$ cat src/rtl/alu_iter_if.sv
// Request/response bundle for alu_iter: opcode and operands in, result and zero flag out.
interface alu_iter_if #(
  parameter int unsigned WIDTH = 32
);
  logic [3:0]       alu_op;
  logic [WIDTH-1:0] in_a;
  logic [WIDTH-1:0] in_b;
  logic             in_valid;
  logic             in_ready;
  logic             out_valid;
  logic             out_ready;
  logic [WIDTH-1:0] result;
  logic             zero;

  modport master (
    output alu_op, in_a, in_b, in_valid, out_ready,
    input  in_ready, out_valid, result, zero
  );

  modport slave (
    input  alu_op, in_a, in_b, in_valid, out_ready,
    output in_ready, out_valid, result, zero
  );
endinterface

$ cat src/rtl/alu_iter.sv
// Small ALU with a valid/ready request and response. Shifts run one bit per cycle only when
// ALU_ITER_SHIFT_EN is defined; otherwise shift opcodes complete as undefined (result 0).
module alu_iter #(
  parameter int unsigned WIDTH = 32,
  parameter int unsigned SHW   = $clog2(WIDTH)
) (
  input logic     clk,
  input logic     rst_n,
  alu_iter_if.slave bus
);

  localparam logic [3:0] OpAnd  = 4'b0000;
  localparam logic [3:0] OpOr   = 4'b0001;
  localparam logic [3:0] OpAdd  = 4'b0010;
  localparam logic [3:0] OpXor  = 4'b0011;
  localparam logic [3:0] OpSltu = 4'b0101;
  localparam logic [3:0] OpSub  = 4'b0110;
  localparam logic [3:0] OpSlt  = 4'b0111;
`ifdef ALU_ITER_SHIFT_EN
  localparam logic [3:0] OpSll  = 4'b1000;
  localparam logic [3:0] OpSrl  = 4'b1001;
  localparam logic [3:0] OpSra  = 4'b1010;
`endif

  if ((1 << SHW) != WIDTH) begin : g_width_check
    $error("alu_iter: WIDTH must be a power of two equal to 2**SHW");
  end

`ifdef ALU_ITER_SHIFT_EN
  typedef enum logic [1:0] {StIdle, StShift, StDone} state_e;
`else
  typedef enum logic [1:0] {StIdle, StDone} state_e;
`endif

  state_e           state_q;
  logic             in_ready_q;
  logic             out_valid_q;
  logic [WIDTH-1:0] result_q;
  logic             zero_q;
  logic [WIDTH-1:0] alu_res;

`ifdef ALU_ITER_SHIFT_EN
  logic [SHW-1:0]   cnt_q;
  logic [WIDTH-1:0] work_q;
  logic [3:0]       op_q;
  logic [WIDTH-1:0] shift_step;
  logic [SHW-1:0]   shamt;
  logic             start_shift;

  assign shamt       = bus.in_b[SHW-1:0];
  assign start_shift = (bus.alu_op inside {OpSll, OpSrl, OpSra}) && (shamt != '0);

  always_comb begin
    case (op_q)
      OpSll:   shift_step = {work_q[WIDTH-2:0], 1'b0};
      OpSra:   shift_step = {work_q[WIDTH-1], work_q[WIDTH-1:1]};
      default: shift_step = {1'b0, work_q[WIDTH-1:1]};
    endcase
  end
`endif

  // Single-cycle result; a zero-length shift is just the operand passed through.
  always_comb begin
    alu_res = '0;
    case (bus.alu_op)
      OpAnd:  alu_res = bus.in_a & bus.in_b;
      OpOr:   alu_res = bus.in_a | bus.in_b;
      OpAdd:  alu_res = bus.in_a + bus.in_b;
      OpSub:  alu_res = bus.in_a - bus.in_b;
      OpXor:  alu_res = bus.in_a ^ bus.in_b;
      OpSlt:  alu_res = {{(WIDTH-1){1'b0}}, $signed(bus.in_a) < $signed(bus.in_b)};
      OpSltu: alu_res = {{(WIDTH-1){1'b0}}, bus.in_a < bus.in_b};
`ifdef ALU_ITER_SHIFT_EN
      OpSll, OpSrl, OpSra: alu_res = bus.in_a;
`endif
      default: alu_res = '0;
    endcase
  end

  always_ff @(posedge clk) begin
    if (!rst_n) begin
      state_q     <= StIdle;
      in_ready_q  <= 1'b1;
      out_valid_q <= 1'b0;
      result_q    <= '0;
      zero_q      <= 1'b1;
`ifdef ALU_ITER_SHIFT_EN
      cnt_q       <= '0;
      work_q      <= '0;
      op_q        <= '0;
`endif
    end else begin
      unique case (state_q)
        StIdle: begin
          if (bus.in_valid && in_ready_q) begin
            in_ready_q <= 1'b0;
`ifdef ALU_ITER_SHIFT_EN
            if (start_shift) begin
              op_q    <= bus.alu_op;
              work_q  <= bus.in_a;
              cnt_q   <= shamt;
              state_q <= StShift;
            end else begin
`else
            begin
`endif
              result_q    <= alu_res;
              zero_q      <= (alu_res == '0);
              out_valid_q <= 1'b1;
              state_q     <= StDone;
            end
          end
        end
`ifdef ALU_ITER_SHIFT_EN
        // result_q only changes on the final step, so partial shifts are never visible.
        StShift: begin
          work_q <= shift_step;
          cnt_q  <= cnt_q - SHW'(1);
          if (cnt_q == SHW'(1)) begin
            result_q    <= shift_step;
            zero_q      <= (shift_step == '0);
            out_valid_q <= 1'b1;
            state_q     <= StDone;
          end
        end
`endif
        StDone: begin
          if (bus.out_ready) begin
            out_valid_q <= 1'b0;
            in_ready_q  <= 1'b1;
            state_q     <= StIdle;
          end
        end
        default: begin
          state_q     <= StIdle;
          in_ready_q  <= 1'b1;
          out_valid_q <= 1'b0;
        end
      endcase
    end
  end

  assign bus.in_ready  = in_ready_q;
  assign bus.out_valid = out_valid_q;
  assign bus.result    = result_q;
  assign bus.zero      = zero_q;

endmodule
$ cat src/flat_wrapper.sv
// flat-port wrapper written by rule: the top's interface ports become plain ports
module alu_iter_flat 
#(
  parameter int unsigned WIDTH = 32,
  parameter int unsigned SHW   = $clog2(WIDTH)
)
  (clk, rst_n, bus_alu_op, bus_in_a, bus_in_b, bus_in_valid, bus_out_ready, bus_in_ready, bus_out_valid, bus_result, bus_zero);
  alu_iter_if #(.WIDTH(WIDTH)) bus_i ();
  input logic clk;
  input logic rst_n;
  input wire logic [$bits(bus_i.alu_op)-1:0] bus_alu_op;
  input wire logic [$bits(bus_i.in_a)-1:0] bus_in_a;
  input wire logic [$bits(bus_i.in_b)-1:0] bus_in_b;
  input wire logic [$bits(bus_i.in_valid)-1:0] bus_in_valid;
  input wire logic [$bits(bus_i.out_ready)-1:0] bus_out_ready;
  output wire logic [$bits(bus_i.in_ready)-1:0] bus_in_ready;
  output wire logic [$bits(bus_i.out_valid)-1:0] bus_out_valid;
  output wire logic [$bits(bus_i.result)-1:0] bus_result;
  output wire logic [$bits(bus_i.zero)-1:0] bus_zero;
  assign bus_i.alu_op = bus_alu_op;
  assign bus_i.in_a = bus_in_a;
  assign bus_i.in_b = bus_in_b;
  assign bus_i.in_valid = bus_in_valid;
  assign bus_i.out_ready = bus_out_ready;
  assign bus_in_ready = bus_i.in_ready;
  assign bus_out_valid = bus_i.out_valid;
  assign bus_result = bus_i.result;
  assign bus_zero = bus_i.zero;
  alu_iter #(.WIDTH(WIDTH), .SHW(SHW)) u_core (.clk(clk), .rst_n(rst_n), .bus(bus_i));
endmodule
$ cat config.mk
export PLATFORM = sky130hd
export DESIGN_NAME = alu_iter_flat
export DESIGN_NICKNAME = d
export VERILOG_FILES = /design/src/rtl/alu_iter_if.sv /design/src/rtl/alu_iter.sv /design/src/flat_wrapper.sv
export SDC_FILE = /design/constraint.sdc
export NUM_CORES = 1
export LEC_CHECK = 0
export CORE_UTILIZATION = 45
export DETAILED_ROUTE_END_ITERATION = 10
export PLACE_DENSITY = 0.77
export REMOVE_ABC_BUFFERS = 1
export SLEW_MARGIN = 20
export SYNTH_ARGS = -nofsm -noshare
export SYNTH_HDL_FRONTEND = slang
export SYNTH_SLANG_ARGS = --single-unit
export TNS_END_PERCENT = 10
$ cat constraint.sdc
create_clock -name clk -period 4.58 [get_ports clk]
set_clock_uncertainty 0.2 [all_clocks]
set_input_delay 0.687 -clock clk [delete_from_list [all_inputs] [get_ports clk]]
set_output_delay 0.687 -clock clk [all_outputs]
set_load 0.01 [all_outputs]
==> summary.txt, run 1 <==
run status -> finished clean
accumulated negative setup slack -> 0 ns
detailed placer's ending HPWL -> 19.1 mm
post-synthesis xor/xnor area fraction -> 1.62%
Initial DRC Count -> 1085
count of flip-flops with a built-in enable after synthesis -> 0
Slew Viols, Final -> 0
number of levels the H-tree was split into -> 2
Critical Path, Cell by Cell -> clkdlybuf4s50_1 > inv_1 > ha_4 > or2_4 > or3_4 > a221o_1 > or4_1 > a221o_1 > o31ai_4 > xnor2_1 > a22oi_2 > nand4_1 > or4_1 > o211ai_2
global-route wire length before repair -> 38.6 mm
layout cell share with drive strength beyond 1 -> 23.9%
pwr dens -> 197 nW/um2
combinational share of power -> 60.5%
adder-cell area share of the yosys netlist -> 19.5%
RePlAce Congestion -> 0.978
unique cell type count in the Yosys netlist -> 75
category of the worst setup path capture point -> register
Total Power Consumption -> 0.00189 W
master cell of the clock root buffer -> sky130_fd_sc_hd__clkbuf_16
portion of the post-synthesis area used by sequential elements -> 10.8%
sinks on the clock net -> 35
Placed Cells -> 1400
# port buffers -> 106
Antenna Cells -> 0
worst endpoint data arrival time -> 4.45 ns
Max Clock Freq -> 225 MHz
maximum capacitance violations -> 0
worst setup path start -> bus_in_a[13]
part of the cycle the worst path needs -> 96.9%
fraction of power spent switching nets -> 39.6%
number of remaining DRC errors -> 0
placeable core region -> 14000 um2
kind of cell adding the most delay to the critical path -> simple AND/OR/NAND/NOR gates
number of standard cells after synthesis -> 972
critical path start-end classification -> in2reg
drt wl/cell -> 17.1 um
area growth from synthesis to final layout -> 48.4%
Die Y-Extent -> 122 um
total overflow reported by the global router -> 0
final critical delay including setup and external delays -> 4.44 ns
master of the slowest instance on the critical path -> sky130_fd_sc_hd__clkdlybuf4s50_1
remaining antenna violation count after routing -> 0
Crit Reg-Reg Endpoint -> u_core.bus.zero
final setup violation count -> 0
CTS buffer count -> 5
sum of routed wire length over all layers -> 24.3 mm
combinational family with the most area after synthesis -> compound AO/OA/AOI/OAI gates
worst min-delay path category -> reg2reg
number of antenna violations at the first check in global routing -> 0
predominant post-synthesis flop cell -> sky130_fd_sc_hd__dfxtp_1
register-to-register setup slack -> 1.81 ns
crit start category -> input port
cell types with the largest area share after synthesis -> sky130_fd_sc_hd__ha_1, sky130_fd_sc_hd__dfxtp_1, sky130_fd_sc_hd__a21oi_1, sky130_fd_sc_hd__nor2_1, sky130_fd_sc_hd__inv_1
via count of the first global-routing pass -> 7845
largest incremental delay on the critical path -> 0.47 ns
share of cell area taken by muxes after synthesis -> 1.79%
TritonCTS clock tree -> done
first-pass detailed-route iteration total -> 6
Cell Count, Final, Fillers Out -> 1421
actual transition at the worst max-transition pin -> 1.03 ns
worst-path fanout max -> 3
Initial Utilization -> 46.4%
post-synthesis cell area -> 6490 um2
required time at the endpoint of the critical path -> 4.59 ns
termination of the worst setup path -> u_core.bus.zero
proportion of power drawn by the clock network -> 21.0%
Final Hold Fails -> 0
Yosys Warn Count -> 0
Psw -> 0.000751 W
NumNets Final -> 1412
CTS Buffer Depth -> 2
worst ir drop on vdd -> 151 uV
Filler Cells Inserted -> 1216
insertion delay of the later-clocked pin in the worst-skew pair -> 0.28 ns
floorplan die area -> 14900 um2
worst reg-to-reg path cell count -> 12
critical register-to-register path startpoint -> u_core.state_q[0]
internal power -> 0.00114 W
largest net degree at the start of global routing -> 46
Synth Area in Compound Gates -> 34.6%
Flop pwr share -> 18.5%
clock slew at the register clock pins of the worst setup and hold paths -> 0.06 ns
Post-Syn Area per Cell -> 6.68 um2
Vias/cell -> 5.93
post-placement cell area -> 9060 um2
synthesis-stage register bit count -> 35
Design Area, Final -> 9640 um2
Worst Path Buf+Inv -> 2
via count -> 8423
Rel. slew slack -> 31.5%
floorplan die width -> 122 um
count of cell instances traversed by the critical path -> 14
share of Yosys cell area claimed by the top area cell type -> 18.9%
leakage component of the power -> 4.48 nW
share of flip-flops with an asynchronous set or reset -> 0%
global-route total usage across every layer -> 32.2%
area share of and/or/nand/nor cells after synthesis -> 22.4%
count of pins on the block boundary -> 107
utilization after layout -> 68.9%
std cell rows -> 43
area leader, netlist -> sky130_fd_sc_hd__ha_1
[cell usage after synthesis (6+ instances only)]
cell type and n:
sky130_fd_sc_hd__nor4_1 8, sky130_fd_sc_hd__nand3_1 22, sky130_fd_sc_hd__nor2b_1 9, sky130_fd_sc_hd__o31ai_1 13, sky130_fd_sc_hd__a221oi_1 8, sky130_fd_sc_hd__a21oi_1 101, sky130_fd_sc_hd__a21o_1 13, sky130_fd_sc_hd__o21bai_1 11
sky130_fd_sc_hd__dfxtp_1 35, sky130_fd_sc_hd__a221o_1 6, sky130_fd_sc_hd__a211oi_1 23, sky130_fd_sc_hd__nand4_1 12, sky130_fd_sc_hd__a22oi_1 6, sky130_fd_sc_hd__o211ai_1 12, sky130_fd_sc_hd__o22ai_1 9, sky130_fd_sc_hd__and2_1 6
sky130_fd_sc_hd__o221ai_1 9, sky130_fd_sc_hd__mux2i_1 6, sky130_fd_sc_hd__inv_1 101, sky130_fd_sc_hd__buf_1 6, sky130_fd_sc_hd__nand2_1 89, sky130_fd_sc_hd__o21ai_0 57, sky130_fd_sc_hd__clkbuf_1 46, sky130_fd_sc_hd__nand2b_1 6
sky130_fd_sc_hd__ha_1 98, sky130_fd_sc_hd__nor3_1 29, sky130_fd_sc_hd__xnor2_1 11, sky130_fd_sc_hd__nor2_1 112
[worst reg2reg max path, delay by kind of cell, from the launching register on]
family / cells / cell delay, ns
simple gates: 9 / 1.67
compound gates: 3 / 0.51
flops: 1 / 0.34
[routing by layer]
layer / vias up / part of all wire, % / GRT usage, %
li1: 4021 / - / -
met1: 3885 / 43 / 43.9
met2: 469 / 46 / 53.7
met3: 48 / 9.4 / 3.98
met4: 0 / 1.7 / 7.62
met5: - / 0 / 0
[kinds of logic after synthesis]
family / after synthesis
AO/OA/AOI/OAI: 335
AND/OR/NAND/NOR: 320
buffers and inverters: 159
adder cells (fa/ha/maj): 100
flip-flops: 35
XOR/XNOR: 12
multiplexers: 11
[power groups by stage]
stage	Clock (W)	Combinational (W)	Sequential [W]
floorplan	0	0.000526	0.000366
global placement	0	0.00104	0.000355
detailed placement	0	0.00105	0.000356
CTS	0.000399	0.00108	0.000350
global route	0.000413	0.00124	0.000353
finish	0.000398	0.00115	0.000351
[sequential cells by signal, indices dropped and copies added, names as in the netlist]
signal               cells
u_core.state_q           1
u_core.bus.in_ready      1
u_core.bus.result       32
u_core.bus.zero          1
[cell usage in the layout (no fill, tap or decap), types with 6 or more instances in the layout]
cell | netlist | layout
sky130_fd_sc_hd__buf_4 | 0 | 210
sky130_fd_sc_hd__nor2_1 | 112 | 109
sky130_fd_sc_hd__clkdlybuf4s50_1 | 0 | 97
sky130_fd_sc_hd__inv_1 | 101 | 95
sky130_fd_sc_hd__a21oi_1 | 101 | 95
sky130_fd_sc_hd__nand2_1 | 89 | 89
sky130_fd_sc_hd__ha_1 | 98 | 89
sky130_fd_sc_hd__o21ai_0 | 57 | 55
sky130_fd_sc_hd__dfxtp_1 | 35 | 35
sky130_fd_sc_hd__nor3_1 | 29 | 27
sky130_fd_sc_hd__a211oi_1 | 23 | 22
sky130_fd_sc_hd__nand3_1 | 22 | 21
sky130_fd_sc_hd__a21o_1 | 13 | 13
sky130_fd_sc_hd__nand4_1 | 12 | 12
sky130_fd_sc_hd__o211ai_1 | 12 | 12
sky130_fd_sc_hd__o31ai_1 | 13 | 11
sky130_fd_sc_hd__xnor2_1 | 11 | 11
sky130_fd_sc_hd__o21bai_1 | 11 | 10
sky130_fd_sc_hd__o221ai_1 | 9 | 9
sky130_fd_sc_hd__inv_2 | 2 | 8
sky130_fd_sc_hd__o22ai_1 | 9 | 8
sky130_fd_sc_hd__ha_4 | 0 | 8
sky130_fd_sc_hd__nor2b_1 | 9 | 7
sky130_fd_sc_hd__and2_1 | 6 | 6
sky130_fd_sc_hd__nand2b_1 | 6 | 6
sky130_fd_sc_hd__a21oi_2 | 0 | 6
sky130_fd_sc_hd__a221oi_1 | 8 | 6
sky130_fd_sc_hd__a221o_1 | 6 | 6
sky130_fd_sc_hd__nor4_1 | 8 | 6
sky130_fd_sc_hd__mux2i_1 | 6 | 6
sky130_fd_sc_hd__dlygate4sd2_1 | 0 | 6
[per-stage QoR]
step / setup slack (ns) / hold slack [ns]
floorplan: 0.315 / 0.281
global placement: -0.385 / 0.244
detailed placement: -0.418 / 0.257
CTS: 0.0110 / 0.265
global route: -0.0142 / 0.303
finish: 0.141 / 0.266
[final cells by class]
cell class	instances	area [um2]	share of cell area, %
Multi-Input combinational cell	778	5500	57.1
Timing Repair Buffer	317	2660	27.6
Sequential cell	35	701	7.27
Inverter	103	387	4.01
Tap cell	180	225	2.34
Clock buffer	5	125	1.30
Clock inverter	3	43.8	0.454
[worst min path at each step]
stage | from | to | cells past startpoint
after floorplan | u_core.bus.result[0] | u_core.bus.result[0] | 2
after global placement | u_core.bus.result[0] | u_core.bus.result[0] | 2
after detailed placement | u_core.bus.result[0] | u_core.bus.result[0] | 2
after CTS | u_core.bus.result[0] | u_core.bus.result[0] | 2
after global routing | u_core.bus.result[0] | u_core.bus.result[0] | 2
final | u_core.bus.result[0] | u_core.bus.result[0] | 2
[timing repair]
| action | 4_1_cts | 5_1_grt |
|---|---|---|
| hold buffers | 0 | 0 |
| endpoints found under the setup margin | 1 | 2 |
| pin swaps | 16 | 18 |
| buffers inserted | 8 | 5 |
| gates resized for setup | 29 | 42 |
| gates cloned | 0 | 0 |
Power figures use the tool's default switching activity.
==> run 2, diff against run 1 <==
--- a/config.mk
+++ b/config.mk
@@ -9,7 +9,6 @@
 export DETAILED_ROUTE_END_ITERATION = 10
 export PLACE_DENSITY = 0.77
 export REMOVE_ABC_BUFFERS = 1
-export SLEW_MARGIN = 20
 export SYNTH_ARGS = -nofsm -noshare
 export SYNTH_HDL_FRONTEND = slang
 export SYNTH_SLANG_ARGS = --single-unit
==> constraint.sdc (replaced) <==
create_clock -name clk -period 4.58 [get_ports clk]
set_clock_uncertainty 0.2 [all_clocks]
set_input_delay 0.916 -clock clk [delete_from_list [all_inputs] [get_ports clk]]
set_output_delay 0.916 -clock clk [all_outputs]
set_load 0.01 [all_outputs]
==> summary.txt, run 2 (synthesis results as in run 1) <==
run status -> finished clean
final worst hold slack -> 0.262 ns
number of levels the H-tree was split into -> 2
Slew Viols, Final -> 0
leakage component of the power -> 4.87 nW
Max Clock Freq -> 221 MHz
Vias/cell -> 6.02
largest net degree at the start of global routing -> 46
global-route wire length before repair -> 41.8 mm
worst ir drop on vdd -> 118 uV
first-pass detailed-route iteration total -> 10
critical path start-end classification -> in2reg
layout cell share with drive strength beyond 1 -> 33.9%
detailed placer's ending HPWL -> 20.0 mm
register-to-register setup slack -> 1.63 ns
final setup violation count -> 0
Crit Reg-Reg Endpoint -> u_core.bus.zero
Die Y-Extent -> 122 um
pwr dens -> 195 nW/um2
TritonCTS clock tree -> done
commonest cells after routing, fill and taps aside -> sky130_fd_sc_hd__buf_4, sky130_fd_sc_hd__nor2_1, sky130_fd_sc_hd__nand2_1
internal power -> 0.00122 W
Filler Cells Inserted -> 1039
area growth from synthesis to final layout -> 62.4%
commonest non-fill, non-tap cell in the layout -> sky130_fd_sc_hd__buf_4
insertion delay of the later-clocked pin in the worst-skew pair -> 0.29 ns
combinational share of power -> 63.2%
total overflow reported by the global router -> 0
post-placement cell area -> 9570 um2
origin of the worst min-delay path -> u_core.bus.result[17]
worst reg-to-reg path cell count -> 12
clock slew at the register clock pins of the worst setup and hold paths -> 0.06 ns
required time at the endpoint of the critical path -> 4.54 ns
number of antenna violations at the first check in global routing -> 0
final critical delay including setup and external delays -> 4.53 ns
NumNets Final -> 1482
part of the cycle the worst path needs -> 98.9%
via count -> 8973
Flop pwr share -> 17.1%
number of remaining DRC errors -> 0
drt wl/cell -> 18.4 um
proportion of power drawn by the clock network -> 19.8%
Design Area, Final -> 10500 um2
utilization after layout -> 75.4%
worst min-delay path category -> reg2reg
Rel. slew slack -> 29.5%
depth of the worst hold-timing path -> 2
maximum capacitance violations -> 0
RePlAce Congestion -> 1.01
Initial DRC Count -> 1269
# port buffers -> 106
worst endpoint data arrival time -> 4.49 ns
Worst Hold End -> u_core.bus.result[17]
Antenna Cells -> 0
crit start category -> input port
category of the worst setup path capture point -> register
worst-path fanout max -> 4
via count of the first global-routing pass -> 8297
actual transition at the worst max-transition pin -> 1.06 ns
sinks on the clock net -> 35
count of pins on the block boundary -> 107
fraction of power spent switching nets -> 40.7%
worst setup path start -> bus_in_a[8]
Final Hold Fails -> 0
floorplan die width -> 122 um
Psw -> 0.000835 W
remaining antenna violation count after routing -> 0
master cell of the clock root buffer -> sky130_fd_sc_hd__clkbuf_16
sum of routed wire length over all layers -> 27.4 mm
global-route total usage across every layer -> 35.2%
std cell rows -> 43
CTS buffer count -> 5
CTS Buffer Depth -> 2
flip-flop count of the largest register, all copies and words added -> 32
floorplan die area -> 14900 um2
Initial Utilization -> 46.4%
placeable core region -> 14000 um2
number of hold-repair buffers added at the cts stage -> 0
critical register-to-register path startpoint -> u_core.state_q[0]
## run 2: cell count changes in the layout (fill, tap and decap cells not counted), moves of 6 or more
cell                              before  now
sky130_fd_sc_hd__buf_4               210  278
sky130_fd_sc_hd__inv_1                95   72
sky130_fd_sc_hd__inv_2                 8   30
sky130_fd_sc_hd__clkdlybuf4s50_1      97   77
sky130_fd_sc_hd__ha_1                 89   76
sky130_fd_sc_hd__a21oi_1              95   83
sky130_fd_sc_hd__dlygate4sd2_1         6   17
sky130_fd_sc_hd__ha_4                  8   19
sky130_fd_sc_hd__a21oi_2               6   14
sky130_fd_sc_hd__o21ai_0              55   49
sky130_fd_sc_hd__o21ai_1               5   11
## run 2: cell type report
cell class	count	area [um2]	share of cell area, %
multi-input combinational	778	5890	55.9
timing repair buffer	387	3170	30.1
sequential	35	701	6.64
inverter	103	389	3.69
tap	180	225	2.14
clock buffer	5	125	1.19
clock inverter	3	43.8	0.415
## run 2: metal layers
layer,global-route usage (%),vias up,wire length [um]
met4,11.4,0,1080
met3,5.24,128,2640
li1,-,4163,-
met1,46.4,4123,11300
met5,0,-,0
met2,58.3,559,12400
## run 2: what timing repair did
item                                   4_1_cts  5_1_grt
pin swaps                                   28       42
setup endpoints to repair                    5        2
resized for setup                          121       84
gates cloned                                 0        0
setup buffers                                6       12
endpoints found under the hold margin        0        0
## run 2: how the worst max path moves through the flow
stage,end,slack (ns)
detailed placement,u_core.bus.zero,-0.70
finish,u_core.bus.zero,0.05
global route,u_core.bus.zero,-0.07
CTS,u_core.bus.zero,0.002
floorplan,u_core.bus.zero,0.09
global placement,u_core.bus.zero,-0.61
## run 2: metrics by stage
step / setup TNS (ns) / setup slack (ns) / std cells / total power, W
after floorplan: 0 / 0.0855 / 916 / 0.000892
after global routing: -0.0666 / -0.0666 / 1491 / 0.00216
after detailed placement: -2.57 / -0.700 / 1466 / 0.00147
after global placement: -1.72 / -0.613 / 1466 / 0.00145
after CTS: 0 / 0.00231 / 1480 / 0.00193
final: 0 / 0.0496 / 1491 / 0.00205
## run 2: power groups by stage
stage / combinational, W / sequential (W) / clock (W)
global placement: 0.00110 / 0.000355 / 0
floorplan: 0.000526 / 0.000366 / 0
global route: 0.00138 / 0.000353 / 0.000420
detailed placement: 0.00111 / 0.000356 / 0
CTS: 0.00118 / 0.000350 / 0.000406
finish: 0.00130 / 0.000350 / 0.000406
## run 2: worst max-delay path: stages
cell	delay (ns)
sky130_fd_sc_hd__clkdlybuf4s50_1	0.48
sky130_fd_sc_hd__inv_1	0.08
sky130_fd_sc_hd__ha_4	0.27
sky130_fd_sc_hd__buf_4	0.14
sky130_fd_sc_hd__a21oi_2	0.13
sky130_fd_sc_hd__o21ai_2	0.12
sky130_fd_sc_hd__a21oi_2	0.19
sky130_fd_sc_hd__o211a_1	0.23
sky130_fd_sc_hd__o21ai_2	0.10
sky130_fd_sc_hd__o41a_1	0.47
sky130_fd_sc_hd__buf_4	0.17
sky130_fd_sc_hd__buf_4	0.12
sky130_fd_sc_hd__a211oi_1	0.22
sky130_fd_sc_hd__nor3_1	0.10
sky130_fd_sc_hd__o221a_2	0.26
sky130_fd_sc_hd__o211ai_1	0.34
sky130_fd_sc_hd__o211ai_2	0.12
